**config.mk**
```make
export PLATFORM = sky130hd
export DESIGN_NAME = setup_confirm_tx
export DESIGN_NICKNAME = d
export VERILOG_FILES = /design/src/rtl/setup_open_loop_pkg.sv /design/src/rtl/setup_confirm_tx_ctrl.sv /design/src/rtl/setup_confirm_tx_datap.sv /design/src/rtl/setup_confirm_tx.sv
export SDC_FILE = /design/constraint.sdc
export NUM_CORES = 1
export LEC_CHECK = 0
export ABC_AREA = 1
export BUFFER_PORTS_ARGS = -buffer_cell sky130_fd_sc_hd__buf_2
export CORE_AREA = 5 5 320 322
export DETAILED_ROUTE_END_ITERATION = 7
export DIE_AREA = 0 0 325 327
export GPL_ROUTABILITY_DRIVEN = 0
export HOLD_SLACK_MARGIN = 0.08
export PLACE_DENSITY_LB_ADDON = 0.1
export RECOVER_POWER = 50
export SLEW_MARGIN = 20
export SYNTH_ARGS = -nofsm -noshare
export SYNTH_HDL_FRONTEND = slang
export SYNTH_SLANG_ARGS = --single-unit
```
**constraint.sdc**
```tcl
create_clock -name clk -period 2.6 [get_ports clk]
set_input_delay 0 -clock clk [delete_from_list [all_inputs] [get_ports clk]]
set_output_delay 0 -clock clk [all_outputs]
set_load 0.02 [all_outputs]
```
**src/rtl/setup_open_loop_pkg.sv**
```systemverilog
// Shared types and constants for the setup open-loop tiles: NoC flit layout,
// send-queue command format and the confirm-TX state encoding.
package setup_open_loop_pkg;

  localparam int unsigned NOC_DATA_WIDTH      = 256;
  localparam int unsigned NOC_DATA_BYTES      = NOC_DATA_WIDTH / 8;
  localparam int unsigned XY_W                = 8;
  localparam int unsigned FBITS_W             = 4;
  localparam int unsigned MSG_LEN_W           = 8;
  localparam int unsigned MSG_TYPE_W          = 8;
  localparam int unsigned FLOWID_W            = 8;
  localparam int unsigned MSG_DATA_SIZE_WIDTH = 16;
  localparam int unsigned TX_PAYLOAD_PTR_W    = 12;
  // Extra top bit distinguishes a full ring from an empty one.
  localparam int unsigned PAYLOAD_PTR_W       = TX_PAYLOAD_PTR_W + 1;

  // Must not exceed NOC_DATA_BYTES: the confirm message fits in one data flit.
  localparam int unsigned CONFIRM_BYTES       = 8;

  localparam logic [MSG_TYPE_W-1:0] TCP_TX_MSG_REQ    = 8'd10;
  localparam logic [MSG_TYPE_W-1:0] TCP_TX_ADJUST_PTR = 8'd11;

  localparam logic [XY_W-1:0]    TCP_TX_TILE_X           = 8'd1;
  localparam logic [XY_W-1:0]    TCP_TX_TILE_Y           = 8'd0;
  localparam logic [FBITS_W-1:0] TCP_TX_APP_PTR_IF_FBITS = 4'd2;
  localparam logic [FBITS_W-1:0] SETUP_IF_FBITS          = 4'd3;

  localparam logic [1:0] CTRL_RESP = 2'd1;
  localparam logic [1:0] BENCH     = 2'd2;

  typedef struct packed {
    logic [1:0]          cmd;
    logic [FLOWID_W-1:0] flowid;
  } send_q_struct;

  typedef struct packed {
    logic [XY_W-1:0]       dst_x;
    logic [XY_W-1:0]       dst_y;
    logic [FBITS_W-1:0]    dst_fbits;
    logic [MSG_LEN_W-1:0]  msg_len;
    logic [MSG_TYPE_W-1:0] msg_type;
    logic [XY_W-1:0]       src_x;
    logic [XY_W-1:0]       src_y;
    logic [FBITS_W-1:0]    src_fbits;
  } noc_hdr_t;

  typedef struct packed {
    logic [FLOWID_W-1:0]            flowid;
    logic [MSG_DATA_SIZE_WIDTH-1:0] length;
    logic [PAYLOAD_PTR_W-1:0]       head_ptr;
  } tcp_ptr_inner_t;

  localparam int unsigned FLIT_PAD_W = NOC_DATA_WIDTH - $bits(noc_hdr_t) - $bits(tcp_ptr_inner_t);

  typedef struct packed {
    noc_hdr_t                hdr;
    tcp_ptr_inner_t          inner;
    logic [FLIT_PAD_W-1:0]   pad;
  } ptr_flit_t;

  typedef enum logic [2:0] {
    StIdle,
    StPtrReq,
    StPtrResp,
    StWrReq,
    StWrData,
    StWrDone,
    StPtrAdj
  } confirm_state_e;

endpackage

```
**src/rtl/setup_confirm_tx_ctrl.sv**
```systemverilog
// Sequencing FSM for one confirm: pointer request, buffer write, pointer adjust.
module setup_confirm_tx_ctrl
  import setup_open_loop_pkg::*;
(
  input  logic clk,
  input  logic rst,
  input  logic cmd_val_i,
  input  logic cmd_is_resp_i,
  input  logic ptr_req_rdy_i,
  input  logic ptr_resp_val_i,
  input  logic resp_len_ok_i,
  input  logic wr_req_rdy_i,
  input  logic wr_data_rdy_i,
  input  logic done_val_i,
  output logic cmd_rdy_o,
  output logic ptr_req_val_o,
  output logic ptr_resp_rdy_o,
  output logic wr_req_val_o,
  output logic wr_data_val_o,
  output logic done_rdy_o,
  output logic latch_flowid_o,
  output logic latch_ptr_o,
  output logic adj_sel_o,
  output logic sent_set_o
);

  confirm_state_e state_q, state_d;

  always_ff @(posedge clk) begin
    if (rst) begin
      state_q <= StIdle;
    end else begin
      state_q <= state_d;
    end
  end

  always_comb begin
    state_d = state_q;
    unique case (state_q)
      StIdle:    if (cmd_val_i && cmd_is_resp_i) state_d = StPtrReq;
      StPtrReq:  if (ptr_req_rdy_i) state_d = StPtrResp;
      StPtrResp: if (ptr_resp_val_i) state_d = resp_len_ok_i ? StWrReq : StPtrReq;
      StWrReq:   if (wr_req_rdy_i) state_d = StWrData;
      StWrData:  if (wr_data_rdy_i) state_d = StWrDone;
      StWrDone:  if (done_val_i) state_d = StPtrAdj;
      StPtrAdj:  if (ptr_req_rdy_i) state_d = StIdle;
      default:   state_d = StIdle;
    endcase
  end

  // Valids come from state only, so they never depend on their own ready.
  always_comb begin
    cmd_rdy_o      = 1'b0;
    ptr_req_val_o  = 1'b0;
    ptr_resp_rdy_o = 1'b0;
    wr_req_val_o   = 1'b0;
    wr_data_val_o  = 1'b0;
    done_rdy_o     = 1'b0;
    latch_flowid_o = 1'b0;
    latch_ptr_o    = 1'b0;
    adj_sel_o      = 1'b0;
    sent_set_o     = 1'b0;
    unique case (state_q)
      StIdle: begin
        cmd_rdy_o      = 1'b1;
        latch_flowid_o = cmd_val_i && cmd_is_resp_i;
      end
      StPtrReq:  ptr_req_val_o = 1'b1;
      StPtrResp: begin
        ptr_resp_rdy_o = 1'b1;
        latch_ptr_o    = ptr_resp_val_i;
      end
      StWrReq:   wr_req_val_o  = 1'b1;
      StWrData:  wr_data_val_o = 1'b1;
      StWrDone:  done_rdy_o    = 1'b1;
      StPtrAdj: begin
        ptr_req_val_o = 1'b1;
        adj_sel_o     = 1'b1;
        sent_set_o    = ptr_req_rdy_i;
      end
      default: ;
    endcase
  end

endmodule

```
**src/rtl/setup_confirm_tx_datap.sv**
```systemverilog
// Confirm datapath: latched flowid / head pointer and the outgoing flit builders.
module setup_confirm_tx_datap
  import setup_open_loop_pkg::*;
#(
  parameter int SRC_X = -1,
  parameter int SRC_Y = -1
) (
  input  logic                           clk,
  input  logic                           rst,
  input  send_q_struct                   cmd_data_i,
  input  logic [NOC_DATA_WIDTH-1:0]      resp_data_i,
  input  logic                           latch_flowid_i,
  input  logic                           latch_ptr_i,
  input  logic                           adj_sel_i,
  input  logic                           sent_set_i,
  output logic                           cmd_is_resp_o,
  output logic                           resp_len_ok_o,
  output logic [NOC_DATA_WIDTH-1:0]      ptr_flit_o,
  output logic [FLOWID_W-1:0]            wr_req_flowid_o,
  output logic [TX_PAYLOAD_PTR_W-1:0]    wr_req_offset_o,
  output logic [MSG_DATA_SIZE_WIDTH-1:0] wr_req_size_o,
  output logic [NOC_DATA_WIDTH-1:0]      wr_data_o,
  output logic                           sent_val_o,
  output logic [FLOWID_W-1:0]            sent_flowid_o
);

  logic [FLOWID_W-1:0]      flowid_q;
  logic [PAYLOAD_PTR_W-1:0] head_ptr_q;
  logic                     sent_q;
  ptr_flit_t                resp;
  ptr_flit_t                ptr_flit;
  logic                     unused_resp;

  assign resp        = resp_data_i;
  assign unused_resp = ^{resp.hdr, resp.pad, resp.inner.flowid};

  assign cmd_is_resp_o = (cmd_data_i.cmd == CTRL_RESP);
  assign resp_len_ok_o = (resp.inner.length >= MSG_DATA_SIZE_WIDTH'(CONFIRM_BYTES));

  always_ff @(posedge clk) begin
    if (rst) begin
      flowid_q   <= '0;
      head_ptr_q <= '0;
      sent_q     <= 1'b0;
    end else begin
      if (latch_flowid_i) flowid_q <= cmd_data_i.flowid;
      if (latch_ptr_i) head_ptr_q <= resp.inner.head_ptr;
      sent_q <= sent_set_i;
    end
  end

  // Request and adjust share one flit shape; adjust carries the advanced pointer.
  always_comb begin
    ptr_flit                = '0;
    ptr_flit.hdr.dst_x      = TCP_TX_TILE_X;
    ptr_flit.hdr.dst_y      = TCP_TX_TILE_Y;
    ptr_flit.hdr.dst_fbits  = TCP_TX_APP_PTR_IF_FBITS;
    ptr_flit.hdr.msg_len    = '0;
    ptr_flit.hdr.msg_type   = adj_sel_i ? TCP_TX_ADJUST_PTR : TCP_TX_MSG_REQ;
    ptr_flit.hdr.src_x      = XY_W'(SRC_X);
    ptr_flit.hdr.src_y      = XY_W'(SRC_Y);
    ptr_flit.hdr.src_fbits  = SETUP_IF_FBITS;
    ptr_flit.inner.flowid   = flowid_q;
    ptr_flit.inner.length   = MSG_DATA_SIZE_WIDTH'(CONFIRM_BYTES);
    ptr_flit.inner.head_ptr = adj_sel_i ? head_ptr_q + PAYLOAD_PTR_W'(CONFIRM_BYTES) : '0;
  end

  assign ptr_flit_o      = ptr_flit;
  assign wr_req_flowid_o = flowid_q;
  // Write buffer handles ring wrap, so only the low offset bits are sent.
  assign wr_req_offset_o = head_ptr_q[TX_PAYLOAD_PTR_W-1:0];
  assign wr_req_size_o   = MSG_DATA_SIZE_WIDTH'(CONFIRM_BYTES);
  assign wr_data_o       = {flowid_q, {(NOC_DATA_WIDTH - FLOWID_W){1'b0}}};
  assign sent_val_o      = sent_q;
  assign sent_flowid_o   = flowid_q;

endmodule

```
**src/rtl/setup_confirm_tx.sv**
```systemverilog
// Sends a connection-setup confirm into a flow's TCP TX buffer, one command at a time.
module setup_confirm_tx
  import setup_open_loop_pkg::*;
#(
  parameter int SRC_X = -1,
  parameter int SRC_Y = -1
) (
  input  logic                           clk,
  input  logic                           rst,

  input  logic                           cmd_q_val,
  input  send_q_struct                   cmd_q_data,
  output logic                           cmd_q_rdy,

  output logic                           confirm_ptr_noc_val,
  output logic [NOC_DATA_WIDTH-1:0]      confirm_ptr_noc_data,
  input  logic                           ptr_noc_confirm_rdy,

  input  logic                           ptr_noc_confirm_val,
  input  logic [NOC_DATA_WIDTH-1:0]      ptr_noc_confirm_data,
  output logic                           confirm_ptr_noc_rdy,

  output logic                           confirm_wr_buf_req_val,
  output logic [FLOWID_W-1:0]            confirm_wr_buf_req_flowid,
  output logic [TX_PAYLOAD_PTR_W-1:0]    confirm_wr_buf_req_offset,
  output logic [MSG_DATA_SIZE_WIDTH-1:0] confirm_wr_buf_req_size,
  input  logic                           wr_buf_confirm_req_rdy,

  output logic                           confirm_wr_buf_data_val,
  output logic [NOC_DATA_WIDTH-1:0]      confirm_wr_buf_data,
  input  logic                           wr_buf_confirm_data_rdy,
  input  logic                           wr_buf_confirm_done_val,
  output logic                           confirm_wr_buf_done_rdy,

  output logic                           confirm_sent_val,
  output logic [FLOWID_W-1:0]            confirm_sent_flowid
);

  logic cmd_is_resp;
  logic resp_len_ok;
  logic latch_flowid;
  logic latch_ptr;
  logic adj_sel;
  logic sent_set;

  setup_confirm_tx_ctrl u_ctrl (
    .clk            (clk),
    .rst            (rst),
    .cmd_val_i      (cmd_q_val),
    .cmd_is_resp_i  (cmd_is_resp),
    .ptr_req_rdy_i  (ptr_noc_confirm_rdy),
    .ptr_resp_val_i (ptr_noc_confirm_val),
    .resp_len_ok_i  (resp_len_ok),
    .wr_req_rdy_i   (wr_buf_confirm_req_rdy),
    .wr_data_rdy_i  (wr_buf_confirm_data_rdy),
    .done_val_i     (wr_buf_confirm_done_val),
    .cmd_rdy_o      (cmd_q_rdy),
    .ptr_req_val_o  (confirm_ptr_noc_val),
    .ptr_resp_rdy_o (confirm_ptr_noc_rdy),
    .wr_req_val_o   (confirm_wr_buf_req_val),
    .wr_data_val_o  (confirm_wr_buf_data_val),
    .done_rdy_o     (confirm_wr_buf_done_rdy),
    .latch_flowid_o (latch_flowid),
    .latch_ptr_o    (latch_ptr),
    .adj_sel_o      (adj_sel),
    .sent_set_o     (sent_set)
  );

  setup_confirm_tx_datap #(
    .SRC_X (SRC_X),
    .SRC_Y (SRC_Y)
  ) u_datap (
    .clk             (clk),
    .rst             (rst),
    .cmd_data_i      (cmd_q_data),
    .resp_data_i     (ptr_noc_confirm_data),
    .latch_flowid_i  (latch_flowid),
    .latch_ptr_i     (latch_ptr),
    .adj_sel_i       (adj_sel),
    .sent_set_i      (sent_set),
    .cmd_is_resp_o   (cmd_is_resp),
    .resp_len_ok_o   (resp_len_ok),
    .ptr_flit_o      (confirm_ptr_noc_data),
    .wr_req_flowid_o (confirm_wr_buf_req_flowid),
    .wr_req_offset_o (confirm_wr_buf_req_offset),
    .wr_req_size_o   (confirm_wr_buf_req_size),
    .wr_data_o       (confirm_wr_buf_data),
    .sent_val_o      (confirm_sent_val),
    .sent_flowid_o   (confirm_sent_flowid)
  );

endmodule

```
==> flow_summary.ini <==
[route]
drc = 0
initialDrtViolationCount = 45
vias = 3060
avgRoutedWirePerCell_um = 7.41
drtPass1Iterations = 4
drt-vias-per-instance = 1.43
drt-total-wl_um = 15800
detail-route-antenna-nets = 0

[timing]
relSlewSlack = 0.644
drv_slew = 0
final-setup-viol-count = 0
hold_viol_final = 0
fmax_ghz = 0.451
setup-tns-final_ns = 0
rsz0062_at_grt = no
clock_skew_ns = 0.00796
worst_slew_pin_slew_ns = 0.534
post-route-period-util = 0.853
min_period_ns = 2.22

[setup_path]
slowest_delay_ns = 0.41
r2r-end = u_datap.sent_val_o
crit_buf_inv = 1
critPathCaptureType = primary output
cp_common_cell = nor2_1
reg2reg_depth = 6
reg2reg_from = u_ctrl.state_q[0]
crit_required_ns = 2.60
crit_slowest_cell = dfxtp_1
cp_max_fo = 4
start_kind = flip-flop
cp_data_arrival_time_ns = 2.22
setup.worst_path.end = confirm_ptr_noc_data[175]
path_depth = 6
ff2ff_setup_slack_ns = 0.62
critPathKind = flip-flop to primary output
crit_family = simple AND/OR/NAND/NOR gates
path_cells = nand3_1, nor2_1, nand4_1, xor2_1, nor2_1, buf_2
startpoint = u_datap.head_ptr_q[4]

[cells_and_area]
postLayoutCellArea_sq_mm = 0.00564
nets = 1111
fillerInstances = 11900
drive_gt1_frac = 0.116
layout_commonest_cell = conb_1
final_cells = 2134
final_cell_mix = conb_1 (498), buf_2 (63), nor2_1 (56)
syn2layout_area_growth_pct = 5.60

[synth]
synth_top_family_by_area = buffers and inverters
synth-xor-area-share = 0.00328
synth-simple-area-share = 0.0759
ys_seq_area_frac = 0.0937
yosysUniqueCellTypes = 24
synth_compound_gate_area_share = 0.0471
synthAdderAreaFrac = 0.00234
synthesis.instances = 735
synth_warnings = 0
syn_area_sq_mm = 0.00534
synth_mux_area_frac = 0
postSynthAreaPerCell_sq_um = 7.27
ys_ff_latch = 25

[global_routing]
grt_pass1_vias = 2865
antenna_found_initial = 3
grt_overflow = 0
grt_usage = 0.0264
grt_max_degree = 15
grt_pass1_wl_um = 20600

[die]
die_x_um = 325
chipHeight_um = 327
die-area_sq_mm = 0.106
core.rowCount = 116
coreArea_sq_mm = 0.0993
start_util = 0.0538
ioPinCount = 837

[clock_tree]
clkSinkCount = 25
clockRootBuffer = clkbuf_16
ctsLongestPathBuffers = 2
clk_latency_ns = 0.30
clkSlewWorstSetupHoldPaths_ns = 0.09
post-cts-setup-buffer-count = 0
cts_tree = built
numCtsBuffers = 3
h-tree-depth = 1

[place]
hpwl_um = 14600
portBuffers = 108
placed_cells = 2106
dpl_cell_area_sq_mm = 0.00539

[pwr]
powerDensity_mw_per_mm2 = 436
irDropWorstVdd_mv = 0.198
p_leak_nw = 2.68

[run_status]
status = finished, final reports clean

[job]
maxCapViolCount = 0

[min_path]
hold_class = primary input to flip-flop
[report_power, final]
part / switching, W / internal, W / leakage [nW]
clock network: 0.000208 / 0.000210 / 0.0409
logic: 0.00125 / 0.000258 / 2.44
registers: 0.0000770 / 0.000458 / 0.204
total: 0.00153 / 0.000927 / 2.68
[timing repair]
| item | CTS | global route |
|---|---|---|
| gates resized for setup | 0 | 0 |
| hold buffers | 23 | 0 |
| hold endpoints to repair | 22 | 0 |
[how the worst min path moves through the flow]
stage / start / end / depth (start not counted)
after floorplan: rst / u_datap.sent_val_o / 1
after global placement: rst / u_datap.sent_val_o / 2
after detailed placement: rst / u_datap.sent_val_o / 2
after CTS: ptr_noc_confirm_data[179] / u_ctrl.state_q[1] / 7
after global routing: ptr_noc_confirm_data[179] / u_ctrl.state_q[1] / 7
final: ptr_noc_confirm_data[179] / u_ctrl.state_q[1] / 7
[kinds of logic (layout without fill, tap and decap cells)]
logic type,count (synthesis),in the layout
flops,25,25
fa+ha+maj,1,1
buf+inv,565,169
simple gates,98,98
other cells,2,499
xor+xnor,2,2
compound gates,42,42
[synth_stat cells]
master / instances / area share
a21oi_1: 6 / 0.0056
a21oi_2: 7 / 0.011
a21oi_4: 1 / 0.0030
buf_2: 1 / 0.00094
buf_4: 536 / 0.75
buf_6: 2 / 0.0042
clkbuf_1: 2 / 0.0014
conb_1: 2 / 0.0014
dfxtp_1: 25 / 0.094
ha_1: 1 / 0.0023
inv_1: 19 / 0.013
inv_2: 5 / 0.0035
nand2_1: 23 / 0.016
nand2_2: 3 / 0.0035
nand3_1: 8 / 0.0075
nand4_1: 2 / 0.0023
nor2_1: 56 / 0.039
nor2_2: 2 / 0.0023
nor3_1: 3 / 0.0028
nor3_2: 1 / 0.0019
o21ai_0: 11 / 0.010
o21ai_1: 16 / 0.015
o21ai_2: 1 / 0.0016
xor2_1: 2 / 0.0033
[state kept, by name, summed over array words and instances (netlist names)]
signal and flops:
u_datap.head_ptr_q 13, u_datap.sent_flowid_o 8, u_ctrl.state_q 3, u_datap.sent_val_o 1
[routing by layer]
metal	vias up	routed length, um	share of wire	GRT usage
met3	2	1880	0.12	0.0108
met4	0	25	0.0016	0.00113
met2	325	8100	0.51	0.0491
li1	1408	-	-	-
met1	1325	5800	0.37	0.0297
met5	-	0	0	0
[cell type report]
| type | count | area (sq um) | area share |
|---|---|---|---|
| Multi-Input combinational cell | 641 | 2560 | 0.453 |
| Timing Repair Buffer | 141 | 790 | 0.140 |
| Inverter | 24 | 90.1 | 0.0160 |
| Tap cell | 1298 | 1620 | 0.288 |
| Sequential cell | 25 | 500 | 0.0887 |
| Clock inverter | 1 | 5.00 | 0.000887 |
| Clock buffer | 3 | 75.1 | 0.0133 |
| Antenna cell | 1 | 2.50 | 0.000443 |
[worst register-to-register path: stages, from the launching register on]
cell and delay (ns):
dfxtp_1 0.33, buf_4 0.16, inv_1 0.11, nand3_1 0.29
buf_4 0.34, nor3_1 0.14, dlygate4sd3_1 0.55
[through the flow]
step	setup WS (ns)	hold WS (ns)	total power [W]	utilization
6_report	0.381	0.142	0.00246	0.0568
5_1_grt	0.174	0.202	0.00268	0.0568
4_1_cts	0.231	0.128	0.00256	0.0574
3_5_place_dp	0.578	0.188	0.00206	0.0543
3_3_place_gp	0.548	0.191	0.00208	0.0543
2_1_floorplan	1.17	0.0768	0.00235	-
(Power assumes the default switching activity.)
